## src/rtl/universal_gate_sequencer.sv

```systemverilog
// Bitwise logic evaluator that runs every function as a short micro-program on a
// single shared WIDTH-wide NAND/NOR gate array, one primitive evaluation per clock.
module universal_gate_sequencer #(
    parameter int WIDTH = 4
) (
    input  logic             clk,
    input  logic             reset_n,
    input  logic             start,
    input  logic [2:0]       op,
    input  logic             mode,
    input  logic [WIDTH-1:0] a,
    input  logic [WIDTH-1:0] b,
    output logic             busy,
    output logic             done,
    output logic             err,
    output logic [WIDTH-1:0] y,
    output logic [2:0]       nsteps
);
    typedef enum logic {IDLE, RUN} state_t;
    // Program shapes are expressed in terms of the selected primitive, so the
    // NAND and NOR duals share one microcode table.
    typedef enum logic [2:0] {
        P_SELF, P_DIRECT, P_DIRECT_INV, P_DUAL, P_DUAL_INV,
        P_XCHAIN, P_XCHAIN_INV, P_ILLEGAL
    } prog_t;
    typedef enum logic [2:0] {S_A, S_B, S_T0, S_T1, S_T2} src_t;

    state_t           state_reg;
    prog_t            prog_reg, prog_dec;
    logic [2:0]       len_reg, len_dec, step_reg;
    logic             mode_reg;
    logic [WIDTH-1:0] a_reg, b_reg, t0_reg, t1_reg, t2_reg;
    src_t             sel_x, sel_y;
    logic [1:0]       dst;
    logic [WIDTH-1:0] prim_x, prim_y, prim_out;
    logic             last_step;

    always_comb begin
        prog_dec = P_ILLEGAL;
        len_dec  = 3'd1;
        case (op)
            3'b000: begin prog_dec = P_SELF; len_dec = 3'd1; end
            3'b001: begin prog_dec = mode ? P_DUAL : P_DIRECT_INV;        len_dec = mode ? 3'd3 : 3'd2; end
            3'b010: begin prog_dec = mode ? P_DIRECT_INV : P_DUAL;        len_dec = mode ? 3'd2 : 3'd3; end
            3'b011: begin prog_dec = mode ? P_XCHAIN_INV : P_XCHAIN;      len_dec = mode ? 3'd5 : 3'd4; end
            3'b100: begin prog_dec = mode ? P_XCHAIN : P_XCHAIN_INV;      len_dec = mode ? 3'd4 : 3'd5; end
            3'b101: begin prog_dec = mode ? P_DUAL_INV : P_DIRECT;        len_dec = mode ? 3'd4 : 3'd1; end
            3'b110: begin prog_dec = mode ? P_DIRECT : P_DUAL_INV;        len_dec = mode ? 3'd1 : 3'd4; end
            default: begin prog_dec = P_ILLEGAL; len_dec = 3'd1; end
        endcase
    end

    // Microcode: operand selects and destination for the current step.
    // Every "_INV" program ends with t0 = p(t0, t0) after its base program.
    always_comb begin
        sel_x = S_A;
        sel_y = S_A;
        dst   = 2'd0;
        case (prog_reg)
            P_DIRECT: begin sel_x = S_A; sel_y = S_B; end
            P_DIRECT_INV: begin
                if (step_reg == 3'd0) begin sel_x = S_A; sel_y = S_B; end
                else begin sel_x = S_T0; sel_y = S_T0; end
            end
            P_DUAL, P_DUAL_INV: begin
                case (step_reg)
                    3'd0:    begin sel_x = S_A;  sel_y = S_A;  dst = 2'd0; end
                    3'd1:    begin sel_x = S_B;  sel_y = S_B;  dst = 2'd1; end
                    3'd2:    begin sel_x = S_T0; sel_y = S_T1; dst = 2'd0; end
                    default: begin sel_x = S_T0; sel_y = S_T0; dst = 2'd0; end
                endcase
            end
            P_XCHAIN, P_XCHAIN_INV: begin
                case (step_reg)
                    3'd0:    begin sel_x = S_A;  sel_y = S_B;  dst = 2'd0; end
                    3'd1:    begin sel_x = S_A;  sel_y = S_T0; dst = 2'd1; end
                    3'd2:    begin sel_x = S_B;  sel_y = S_T0; dst = 2'd2; end
                    3'd3:    begin sel_x = S_T1; sel_y = S_T2; dst = 2'd0; end
                    default: begin sel_x = S_T0; sel_y = S_T0; dst = 2'd0; end
                endcase
            end
            default: begin sel_x = S_A; sel_y = S_A; dst = 2'd0; end
        endcase
    end

    function automatic logic [WIDTH-1:0] pick(input src_t s, input logic [WIDTH-1:0] va,
                                              input logic [WIDTH-1:0] vb, input logic [WIDTH-1:0] v0,
                                              input logic [WIDTH-1:0] v1, input logic [WIDTH-1:0] v2);
        case (s)
            S_A:     return va;
            S_B:     return vb;
            S_T0:    return v0;
            S_T1:    return v1;
            default: return v2;
        endcase
    endfunction

    assign prim_x    = pick(sel_x, a_reg, b_reg, t0_reg, t1_reg, t2_reg);
    assign prim_y    = pick(sel_y, a_reg, b_reg, t0_reg, t1_reg, t2_reg);
    assign last_step = (step_reg == len_reg - 3'd1);

    // The one shared primitive gate array.
    for (genvar gi = 0; gi < WIDTH; gi++) begin : g_prim
        assign prim_out[gi] = mode_reg ? ~(prim_x[gi] | prim_y[gi]) : ~(prim_x[gi] & prim_y[gi]);
    end

    always_ff @(posedge clk or negedge reset_n) begin
        if (!reset_n) begin
            state_reg <= IDLE;
            prog_reg  <= P_ILLEGAL;
            len_reg   <= 3'd1;
            step_reg  <= 3'd0;
            mode_reg  <= 1'b0;
            a_reg     <= '0;
            b_reg     <= '0;
            t0_reg    <= '0;
            t1_reg    <= '0;
            t2_reg    <= '0;
            busy      <= 1'b0;
            done      <= 1'b0;
            err       <= 1'b0;
            y         <= '0;
            nsteps    <= 3'd0;
        end else begin
            done <= 1'b0;
            case (state_reg)
                IDLE: begin
                    if (start) begin
                        a_reg     <= a;
                        b_reg     <= b;
                        mode_reg  <= mode;
                        prog_reg  <= prog_dec;
                        len_reg   <= len_dec;
                        step_reg  <= 3'd0;
                        err       <= 1'b0;
                        busy      <= 1'b1;
                        state_reg <= RUN;
                    end
                end
                default: begin
                    if (prog_reg == P_ILLEGAL) begin
                        y         <= '0;
                        err       <= 1'b1;
                        nsteps    <= 3'd0;
                        done      <= 1'b1;
                        busy      <= 1'b0;
                        state_reg <= IDLE;
                    end else begin
                        case (dst)
                            2'd0:    t0_reg <= prim_out;
                            2'd1:    t1_reg <= prim_out;
                            default: t2_reg <= prim_out;
                        endcase
                        step_reg <= step_reg + 3'd1;
                        // Every program finishes by writing t0, so y takes the same value.
                        if (last_step) begin
                            y         <= prim_out;
                            nsteps    <= len_reg;
                            done      <= 1'b1;
                            busy      <= 1'b0;
                            state_reg <= IDLE;
                        end
                    end
                end
            endcase
        end
    end
endmodule

```

## config.mk

```make
export PLATFORM = sky130hd
export DESIGN_NAME = universal_gate_sequencer
export DESIGN_NICKNAME = d
export VERILOG_FILES = /design/src/rtl/universal_gate_sequencer.sv
export SDC_FILE = /design/constraint.sdc
export NUM_CORES = 1
export LEC_CHECK = 0
export CAP_MARGIN = 10
export CORE_MARGIN = 10
export CORE_UTILIZATION = 35
export DETAILED_ROUTE_END_ITERATION = 6
export PLACE_DENSITY_LB_ADDON = 0.08
export SYNTH_ARGS = -nofsm -noshare
export SYNTH_HDL_FRONTEND = slang
export SYNTH_SLANG_ARGS = --single-unit
export TNS_END_PERCENT = 1
```

## constraint.sdc

```tcl
create_clock -name clk -period 3.75 [get_ports clk]
set_clock_uncertainty 0.1 [all_clocks]
set_input_delay 0.5625 -clock clk [delete_from_list [all_inputs] [get_ports clk]]
set_output_delay 0.5625 -clock clk [all_outputs]
set_load 0.01 [all_outputs]
```

Word-level counts from Yosys, hierarchy flattened
Index checks and enable logic that the tools add are counted.
- flip-flop bits (word level): 41
- input bits: 15
- output and inout port bits: 10
- logic and storage cells: 130
- $add $sub $neg: 2
- equal/unequal tests: 27
- muxes and demuxes: 48
- bitwise gates (word level): 19
- reduce and logical (&&, ||, !) cells: 19
- operator list (operator ; number):
    $pmux 4 s4 ; 2
    $eq 3x2->1 const B ; 10
    $mux 1 ; 23
    $eq 3x3->1 const B ; 7
    $mux 3 ; 7
    $pmux 3 s7 ; 1
    $pmux 2 s3 ; 3
    $pmux 3 s6 ; 1
    $eq 3x1->1 const B ; 5
    $logic_not 3->1 ; 4
    $pmux 2 s2 ; 3
    $pmux 3 s4 ; 1
    $not 1->1 ; 11
    $reduce_and 2->1 ; 5
    $reduce_and 3->1 ; 3
    $mux 2 ; 4
    $mux 4 ; 2
    $reduce_or 2->1 ; 4
    $pmux 3 s2 ; 1
    $and 1x1->1 ; 4
    $or 1x1->1 ; 4
    $reduce_bool 2->1 ; 2
    $add 3x1->3 const B ; 1
    $eq 3x3->1 ; 1
    6 further kinds ; 6

Depth between registers and ports, before layout
Gate-level depths: netlist of the first run.
- word-level depth: 11
- gate-level depth with buffers: 10
- gate-level depth less buffers: 9

Worst setup path before layout of the first run
No wires, ideal clock.
- path kind: register to register
- start: register step_reg[1]
- end: register t0_reg[2]
- setup time: 125 ps
- arrival time: 2416 ps
- setup slack: 1109 ps
- stages on the path, launching flop included: 10
- buffers on the path: 0
- clock period less this slack: 2641 ps
- cell sequence: dfrtp_1 -> ha_1 -> ha_1 -> or2_2 -> a21boi_4 -> o211a_1 -> a211oi_1 -> a31o_1 -> maj3_2 -> mux2_2
- longest elaborated chain between the ends: 9
- elaborated cells on any way between the ends: 33
- those cells by class: eq/ne: 9; mux: 14; bitwise: 4; reduce/logical: 6
- ends and longest elaborated chain (item ; RTL line ; source):
    from (decl) ; 30 ; logic [2:0] len_reg, len_dec, step_reg;
    from (signal assigned) ; 154 ; step_reg <= step_reg + 3'd1;
    $eq 3x1->1 / $logic_not 3->1 (equally long branches) ; 66, 74, 62 ;
    $reduce_or 2->1 (no line) ; n/a ;
    $pmux 2 s3 ; 74 ; case (step_reg)
    $pmux 2 s3 ; 59 ; case (prog_reg)
    $eq 3x2->1 (tied with other cells) ; 89 ; case (s)
    $pmux 4 s4 ; 89 ;
    $and 1x1->1 / $or 1x1->1 (equally long branches) ; 104 ; assign prim_out[gi] = mode_reg ? ~(prim_x[gi] | prim_y[gi]) : ~(prim_x[gi] & prim_y[gi]);
    $not 1->1 ; 104 ;
    $mux 1 ; 104 ;
    to (signal assigned) ; 150 ; 2'd0: t0_reg <= prim_out;
    to (decl) ; 32 ; logic [WIDTH-1:0] a_reg, b_reg, t0_reg, t1_reg, t2_reg;
Several ways; a longest one is shown, not always the timed one.
A chain may end at the register's enable or synchronous reset.

Worst setup path after layout of the first run
- start: register step_reg[2]
- end: register t1_reg[2]
- longest elaborated chain between the ends: 9
- elaborated cells on any way between the ends: 33
- those cells by class: eq/ne: 10; mux: 14; bitwise: 4; reduce/logical: 5
- ends and longest elaborated chain (item ; RTL line ; source):
    $eq 3x1->1 / $logic_not 3->1 (equally long branches) ; 66, 74, 62 ;
    $reduce_or 2->1 (no line) ; n/a ;
    $pmux 2 s3 ; 74 ;
    $pmux 2 s3 ; 59 ;
    $eq 3x2->1 (tied with other cells) ; 89 ;
    $pmux 4 s4 ; 89 ;
    $and 1x1->1 / $or 1x1->1 (equally long branches) ; 104 ;
    $not 1->1 ; 104 ;
    $mux 1 ; 104 ;
    to (signal assigned) ; 151 ; 2'd1: t1_reg <= prim_out;
    to (decl) ; 32 ;
Several ways; a longest one is shown, not always the timed one.

==> results of run 1 <==
-- cell families after synthesis --
logic type | synth area share [%]
compound gates | 24.8
xor+xnor | 2.67
fa+ha+maj | 4.67
buf+inv | 4.86
flops | 40.1
mux | 7.05
simple gates | 15.9
-- synthesized netlist by cell type (3+ instances only) --
cell type | instances | area, sq um
dfrtp_1 | 37 | 926
nand2_1 | 34 | 128
o21ai_0 | 23 | 115
nand3_1 | 13 | 65.1
mux2_2 | 12 | 135
inv_1 | 10 | 37.5
a21oi_1 | 9 | 45.0
nor2_1 | 7 | 26.3
clkbuf_1 | 6 | 22.5
ha_1 | 6 | 75.1
o211ai_1 | 6 | 45.0
o21ai_1 | 6 | 30.0
a211oi_1 | 5 | 37.5
nand2b_1 | 5 | 31.3
o31ai_1 | 5 | 37.5
a21boi_0 | 4 | 30.0
and3_1 | 4 | 25.0
buf_6 | 4 | 45.0
dfstp_2 | 4 | 105
maj3_2 | 4 | 45.0
o211a_1 | 4 | 40.0
xnor2_1 | 4 | 35.0
a31oi_1 | 3 | 18.8
nor2b_1 | 3 | 18.8
nor3b_1 | 3 | 22.5
o21a_1 | 3 | 22.5
o221a_2 | 3 | 33.8
-- cell type report --
type	instances	area share [%]
Inverter	10	1.26
Tap cell	99	4.14
Timing Repair Buffer	25	8.12
Sequential cell	41	34.5
Multi-Input combinational cell	201	47.4
Clock buffer	5	2.30
Clock inverter	3	2.30
-- stage by stage --
stage | power (W) | cell area (sq um)
2_1_floorplan | 0.00221 | 2570
3_3_place_gp | 0.00266 | 2850
3_5_place_dp | 0.00266 | 2850
4_1_cts | 0.00312 | 2990
5_1_grt | 0.00338 | 2990
6_report | 0.00309 | 2990
-- worst register-to-register path, delay by kind of cell, from the launching register on --
kind                       cells  cell delay [ns]
AOI/OAI and AO/OA              4             0.74
and+or+nand+nor                1             0.33
buffers and inverters          1             0.17
adders and majority gates      2             0.60
muxes                          1             0.26
DFF                            1             0.59
-- metal layers --
metal | track usage, % | vias up | part of all wire (%)
li1 | - | 1009 | -
met1 | 17.1 | 944 | 51
met3 | 3.23 | 4 | 5.7
met2 | 17.9 | 48 | 42
met5 | 0 | - | 0
met4 | 2.90 | 0 | 0.70
-- where the power goes --
group          switching [W]  total [W]  internal [W]
combinational       0.000891    0.00167      0.000777
sequential          0.000303   0.000983      0.000680
clock               0.000173   0.000441      0.000268
-- worst min-delay path by stage --
stage	end	cells after the start	slack [ns]	start
floorplan	a_reg[0]	0	0.17	reset_n
global placement	len_reg[1]	2	0.37	len_reg[1]
detailed placement	len_reg[1]	2	0.38	len_reg[1]
CTS	t2_reg[1]	1	0.35	reset_n
global route	t2_reg[1]	1	0.38	reset_n
finish	t2_reg[1]	1	0.29	reset_n
-- layout by cell type, fill, tap and decap left out, types with 2 or more instances in the layout --
master,n
a211oi_1,5
a21boi_0,4
a21oi_1,9
a22o_1,2
a311oi_1,2
a31oi_1,3
and2_1,2
and3_1,4
and3b_1,2
bufinv_16,2
clkbuf_8,5
clkdlybuf4s50_1,23
dfrtp_1,37
dfstp_2,4
ha_1,6
inv_1,10
maj3_2,4
mux2_2,12
mux2i_1,2
nand2_1,34
nand2b_1,5
nand3_1,13
nor2_1,7
nor2b_1,3
nor3b_1,3
o211a_1,4
o211ai_1,6
o21a_1,3
o21ai_0,23
o21ai_1,6
o221a_2,3
o221ai_1,2
o31ai_1,5
xnor2_1,4
xor2_1,2
==> impl_results.md, run 1 <==
- Status: finished, final reports clean
- # Max-Cap Violations: 0
- CTS Root Cell: clkbuf_8
- Initial Utilization: 35.7%
- Hold WS: 0.293 ns
- Syn. warnings: 0
- Dpl hpwl: 4.83 mm
- Placement Setup Slack: between 0.8 and 0.9 ns
- GPL Wtd Cong: 0.796
- Final hold viol count: 0
- Kind of cell adding the most delay to the critical path: compound AO/OA/AOI/OAI gates
- Slew Viols, Final: 0
- PwrDens: 1030 mW/mm^2
- CTS buffer count: 5
- Initial DRC Count: 93
- Worst Setup SP: step_reg[2]
- Die boundary width: ~110 microns
- Stages on the worst setup path: 9
- CP bufs+invs: 1
- Core area: 0.00721 sq mm
- Max-slew headroom: a little over a third
- Synth unique cells: 58
- Worst min path class: input port to async pin
- Gr usage total: 12.1%
- Count of final setup violators: 0
- Layout Cells excl Fill: 384
- Period utilization: approximately 77%
- VDD IR max: ~0.00046 V
- FILL cells: 759
- Antenna Nets Post-Route: 0
- Clk slew on worst S/H paths: roughly 0.090 ns
- Cts repair resizes: 0
- Post-CTS Setup Bufs: 0
- Clock buffer depth: 2
- End of the critical path: t1_reg[2]
- Antenna violations before repair: 0
- Placed Cells: about 380
- Setup TNS: 0 ns
- Worst Path Arrival: 2.99 ns
- IO Count: 25
- Worst skew pair latency: 0.30 ns
- Storage element area: 0.00103 sq mm
- CTS tree: done
- Vias: 2005
- Overall routed net length: roughly 6.5 mm
- R2R Setup Slk: roughly 0.85 ns
- Worst Path Max Fanout: 11
- Share of layout cells above drive strength 1: ~16%
- Crit start category: flop
- Vert. Die Dim: 106 microns
- H-tree depth: 2
- P_leak: 1.24 nW
- Netlist Area Pre-Place: 0.00257 sq mm
- Row cnt: 31
- CP Cell Sequence: inv_1 -> ha_1 -> or2_2 -> a21boi_4 -> o211a_1 -> a211oi_1 -> a31o_1 -> maj3_2 -> mux2_2
- WS Path Type: flop to flop
- # DRC: 0
- Sequential fraction of the synthesis area: 40.1%
- Post-synth EDFFs: 0
- Max Fclk: between 300 and 400 MHz
- Port-buffer cells: 24
- Synth-to-layout area growth: 16.2%
- Number of global-route vias before repair: 2065
- Least-Margin Pin Slew: ~0.96 ns
- Area of the multi-input gates: 0.00142 sq mm
- First-pass GRT wire length: 11.1 mm
- Final setup margin: about 0.85 ns
- Overflow after GRT: 0
- Post-Syn Instances: around 270
- # nets final: around 300
- Full die area: 0.0112 sq mm
- Final core occ: roughly two fifths
- Setup crit end kind: flop
- Crit-path max cell delay: 0.59 ns
- Post-synthesis net count: 287
- Hold-fix buffers, CTS: 0
- Clk sinks: 41
- Worst reg2reg startpoint: step_reg[2]
- Final Critical Period: 2.90 ns
- Top_reg_cell synth: dfrtp_1
- Via density per instance: 5.22
- WL per Instance: 17.0 microns
- CP max-delay cell: dfrtp_1
- FFs w/ async S/R, synth: 100%
- FF+latch count, synth: 41
- Required @ worst endpoint: 3.84 ns
- Worst reg2reg endpoint: t1_reg[2]
- Cell count of the worst reg-to-reg path: 9
- Mapped Avg Cell Area: 9.68 sq um
- RSZ-0062 raised after global routing: no
- Largest net degree at the start of global routing: 42
- Drt first pass iters: 4
- # diodes: 0
(Power assumes the default switching activity.)
==> run 2: changes to the inputs <==
==> constraint.sdc (replaced) <==
create_clock -name clk -period 2.9 [get_ports clk]
set_clock_uncertainty 0.1 [all_clocks]
set_input_delay 0.435 -clock clk [delete_from_list [all_inputs] [get_ports clk]]
set_output_delay 0.435 -clock clk [all_outputs]
set_load 0.01 [all_outputs]
==> run 2 against run 1 <==
Maximum frequency is 6.1% higher. Combinational power is 41% higher. Die area stayed put. Cell area is 2.8% higher. Largest power group unchanged. Highest routed layer unchanged.
==> impl_results.md, run 2 (synthesis results as in run 1) <==
- Dpl hpwl: 4.85 mm (+0.49%)
- FILL cells: 733 (-3.4%)
- Vias: 2059 (+2.7%)
- Initial DRC Count: 89 (-4.3%)
- CTS tree: done
- PwrDens: 1330 mW/mm^2 (+29%)
- Clock buffer depth: 2 (unchanged)
- Worst Path Max Fanout: 8 (-3)
- Worst min path class: input port to async pin
- Placed Cells: 385 (+2.4%)
- RSZ-0062 raised after global routing: no
- Cts repair resizes: 0 (unchanged)
- Least-Margin Pin Slew: 0.929 ns (-0.0290 ns)
- GPL Wtd Cong: 0.780 (-2.0%)
- Gr usage total: 11.8% (-0.31 points)
- H-tree depth: 2 (unchanged)
- CTS Root Cell: clkbuf_8
- Vert. Die Dim: 106 microns (unchanged)
- Total chip power: 0.00409 W (+32%)
- # nets final: 316 (+3.6%)
- Row cnt: 31 (unchanged)
- Number of global-route vias before repair: 2071 (+0.29%)
- # Max-Cap Violations: 0 (unchanged)
- VDD IR max: 0.000536 V (+16%)
- Overflow after GRT: 0 (unchanged)
- # DRC: 0 (unchanged)
- Setup TNS: 0 ns (unchanged)
- CTS buffer count: 5 (unchanged)
- Commonest non-fill, non-tap cells in the layout: dfrtp_1, nand2_1, o21ai_0, clkdlybuf4s50_1, nand3_1
- Final Critical Period: 2.73 ns (-0.166 ns)
- Status: finished, final reports clean
- Worst skew pair latency: 0.29 ns (about the same)
- Via density per instance: 5.21 (-0.17%)
- Full die area: 0.0112 sq mm (unchanged)
- Count of final setup violators: 0 (unchanged)
- IO Count: 25 (unchanged)
- P_leak: 1.30 nW (+4.3%)
- Antenna violations before repair: 0 (unchanged)
- Worst Path Arrival: 2.84 ns (-0.15 ns)
- Final hold viol count: 0 (unchanged)
- Required @ worst endpoint: 3.01 ns (-0.83 ns)
- Antenna Nets Post-Route: 0 (unchanged)
- Die boundary width: 106 microns (unchanged)
- Setup crit end kind: flop
- Port-buffer cells: 24 (unchanged)
- Clk slew on worst S/H paths: 0.09 ns (about the same)
- Clk sinks: 41 (unchanged)
- Commonest non-fill, non-tap cell in the layout: dfrtp_1
- Core area: 0.00721 sq mm (unchanged)
- Slew Viols, Final: 0 (unchanged)
- Synth-to-layout area growth: 19.4%
- Crit start category: flop
- Drt first pass iters: 4 (unchanged)
- Initial Utilization: 35.7% (unchanged)
- Largest net degree at the start of global routing: 42 (unchanged)
- Max-slew headroom: 38.1% (+1.9 points)
- Layout Cells excl Fill: 395 (+2.9%)
- Max Fclk: 366 MHz (+6.1%)
- First-pass GRT wire length: 11.0 mm (-0.94%)
- # diodes: 0 (unchanged)
- WL per Instance: 16.2 microns (-5.0%)
- WS Path Type: flop to flop
- Period utilization: 94.2% (+17 points)
- Overall routed net length: 6.39 mm (-2.3%)
- Share of layout cells above drive strength 1: 19.3% (+3.1 points)
[run 2: changes by cell type in the layout (fill, tap and decap cells not counted), sizes merged]
cell  delta
buf     +11
[run 2: timing repair]
action | in CTS | in global routing
endpoints found under the setup margin | 0 | 6
buffers inserted | 0 | 2
endpoints found under the hold margin | 0 | 0
hold buffers | 0 | 0
[run 2: worst max-delay path: stages, from the launching register on]
cell and delay (ns):
dfrtp_1 0.45, ha_1 0.23, ha_1 0.21, or2_2 0.32, a21boi_4 0.27, o21ai_4 0.14
a211oi_1 0.27, a31oi_1 0.12, maj3_2 0.39, o21ai_0 0.17
[run 2: final timing paths]
path	cells past startpoint	startpoint	slack, ns	endpoint
max	9	step_reg[0]	0.17	t0_reg[3]
min	1	reset_n	0.18	step_reg[2]
max reg2reg	9	step_reg[0]	0.17	t0_reg[3]
min reg2reg	2	len_reg[1]	0.39	len_reg[1]
max in group asynchronous	1	reset_n	1.95	y[1]
min in group clk	2	len_reg[1]	0.39	len_reg[1]
[run 2: area by class of cell]
type	instances	area (sq um)	share of cell area, %
well taps	99	124	4.03
clock buffers	5	68.8	2.24
clock inverters	3	68.8	2.24
flip-flops and latches	41	1030	33.6
multi-input cells	201	1420	46.1
inverters	10	37.5	1.22
repair buffers	36	325	10.6
[run 2: through the flow]
stage / worst slack, ns / hold slack, ns / cell area [sq um] / utilization, %
CTS: 0.120 / 0.208 / 3060 / 42.4
global route: 0.0147 / 0.236 / 3070 / 42.6
floorplan: 0.259 / 0.0394 / 2570 / -
finish: 0.169 / 0.181 / 3070 / 42.6
global placement: 0.165 / 0.366 / 2920 / 40.5
detailed placement: 0.128 / 0.371 / 2920 / 40.5
[run 2: per-layer routing]
layer  track usage, %  vias up  part of all wire [%]
li1                 -     1029                     -
met5                0        -                     0
met3             2.98        5                   3.8
met2             17.3       34                    43
met1             16.9      991                    52
met4             2.90        0                  0.96
[run 2: power by group]
part           leakage (nW)  total (W)  switching (W)  internal, W
registers             0.497    0.00119       0.000310     0.000879
clock network        0.0687   0.000557       0.000210     0.000347
logic                 0.730    0.00235        0.00125      0.00110
total                  1.30    0.00409        0.00177      0.00232
==> run 3: changes to the inputs <==
--- a/config.mk
+++ b/config.mk
@@ -10,6 +10,7 @@
 export CORE_UTILIZATION = 35
 export DETAILED_ROUTE_END_ITERATION = 6
 export PLACE_DENSITY_LB_ADDON = 0.08
+export SLEW_MARGIN = 20
 export SYNTH_ARGS = -nofsm -noshare
 export SYNTH_HDL_FRONTEND = slang
 export SYNTH_SLANG_ARGS = --single-unit
==> results of run 3 <==
Final layout, timing and power as in run 2 (identical DEF).
==> RTL edit (flow settings as in run 1) <==
Set the parameter `WIDTH` to 6 (it was 4).
--- a/src/rtl/universal_gate_sequencer.sv
+++ b/src/rtl/universal_gate_sequencer.sv
@@ -3,3 +3,3 @@
 module universal_gate_sequencer #(
-    parameter int WIDTH = 4
+    parameter int WIDTH = 6
 ) (
Ports: changed (resized a, b and y); port bits go from 25 to 31. The function was not compared with the original's and may differ.
==> RTL edit against run 1 <==
  * Area after synthesis grew 21%
  * Critical path depth is the same
  * Worst hold slack lost 0.17 ns
  * Global-route usage shrank 0.67 points
  * Sequential cell count grew 12
  * Fmax shrank 2.3%
  * Sequential share of layout area grew 2.8 points
  * First-iteration DRC count grew 14%
  * Setup slack lost 0.067 ns
  * Final area grew 20%
  * Power grew 17%
  * Synthesized cell count grew 12%
  * Routed wire length grew 14%
  * Largest cell class unchanged
  * Highest routed layer unchanged
==> RTL edit: results (changes against run 1) <==
Status
  – Outcome: completed

Global routing
  – Largest net degree at the start of global routing: 30 (-29%)
  – Routing usage on met3: 0.02096 (-0.01131)
  – First-pass GRT wire length: 12250 um (+10%)

Synthesis
  – Synth Area in Compound Gates: 0.1935 (-0.05442)
  – Synthesized netlist net count: 322 (+12%)
  – Post-synthesis xor/xnor area fraction: 0.02204 (-0.004703)
  – Post-synth cell types: 51 (-12%)

Finish
  – Count of multi-input gates: 207 (+3.0%)
  – Nets@finish: 343 (+12%)
  – Fraction of area in multi-input gates: 0.4559 (-0.01815)
  – Final-layout clock-cell area share: 0.02624 (-0.01978)
  – Signal buffers share of area: 0.08887 (+0.007702)
  – Sequential cell area share: 0.3723 (+0.02752)

Drt
  – DRT Wirelength: 7440 um (+14%)
  – First DRT Iteration DRCs: 106 (+14%)
  – Wire length on met2: 3770 um (+37%)
  – Met3 wire length: 211 um (-43%)

Placement
  – Port Buffer Count: 30 (+25%)
  – Routability Congestion: 0.8191 (+2.9%)

Clock network
  – Clock Sinks: 53 (+29%)

Power and ir drop
  – Maximum vdd ir drop: 331.5 uV (-28%)

Critical path
  – Max stage delay on crit path: 0.49 ns (-0.10 ns)
  – Largest fanout on the critical path: 7 (-4)
  – Crit path launch: step_reg[0]$_DFFE_PN0P_
  – Top cell family by delay on the critical path: simple AND/OR/NAND/NOR gates
==> RTL edit: cell types whose count changed in the layout (fill, tap and decap cells not counted), moves of 7 or more <==
cell | run 1 | this run
mux2_2 | 12 | 26
o21ai_0 | 23 | 16
nand3_1 | 13 | 6
nand2_1 | 34 | 25
a22o_1 | 2 | 9
inv_1 | 10 | 17
dfrtp_1 | 37 | 49
mux2_4 | 1 | 9
==> RTL edit: through the flow <==
step	cell area (um2)	hold WS [ns]	power (mW)	worst slack (ns)	utilization
2_1_floorplan	3123	0.1669	2.752	1.223	-
3_3_place_gp	3482	0.3685	3.278	0.8443	0.3993
3_5_place_dp	3482	0.3903	3.299	0.7846	0.3993
4_1_cts	3576	0.1424	3.652	0.7674	0.4100
5_1_grt	3576	0.1617	3.921	0.5754	0.4100
6_report	3576	0.1223	3.605	0.7863	0.4100
==> RTL edit: power by group <==
group          internal [mW]  leakage (nW)  switching, mW
Combinational           1.06         0.816           1.04
Clock                  0.137        0.0452          0.206
Sequential             0.873         0.630          0.287
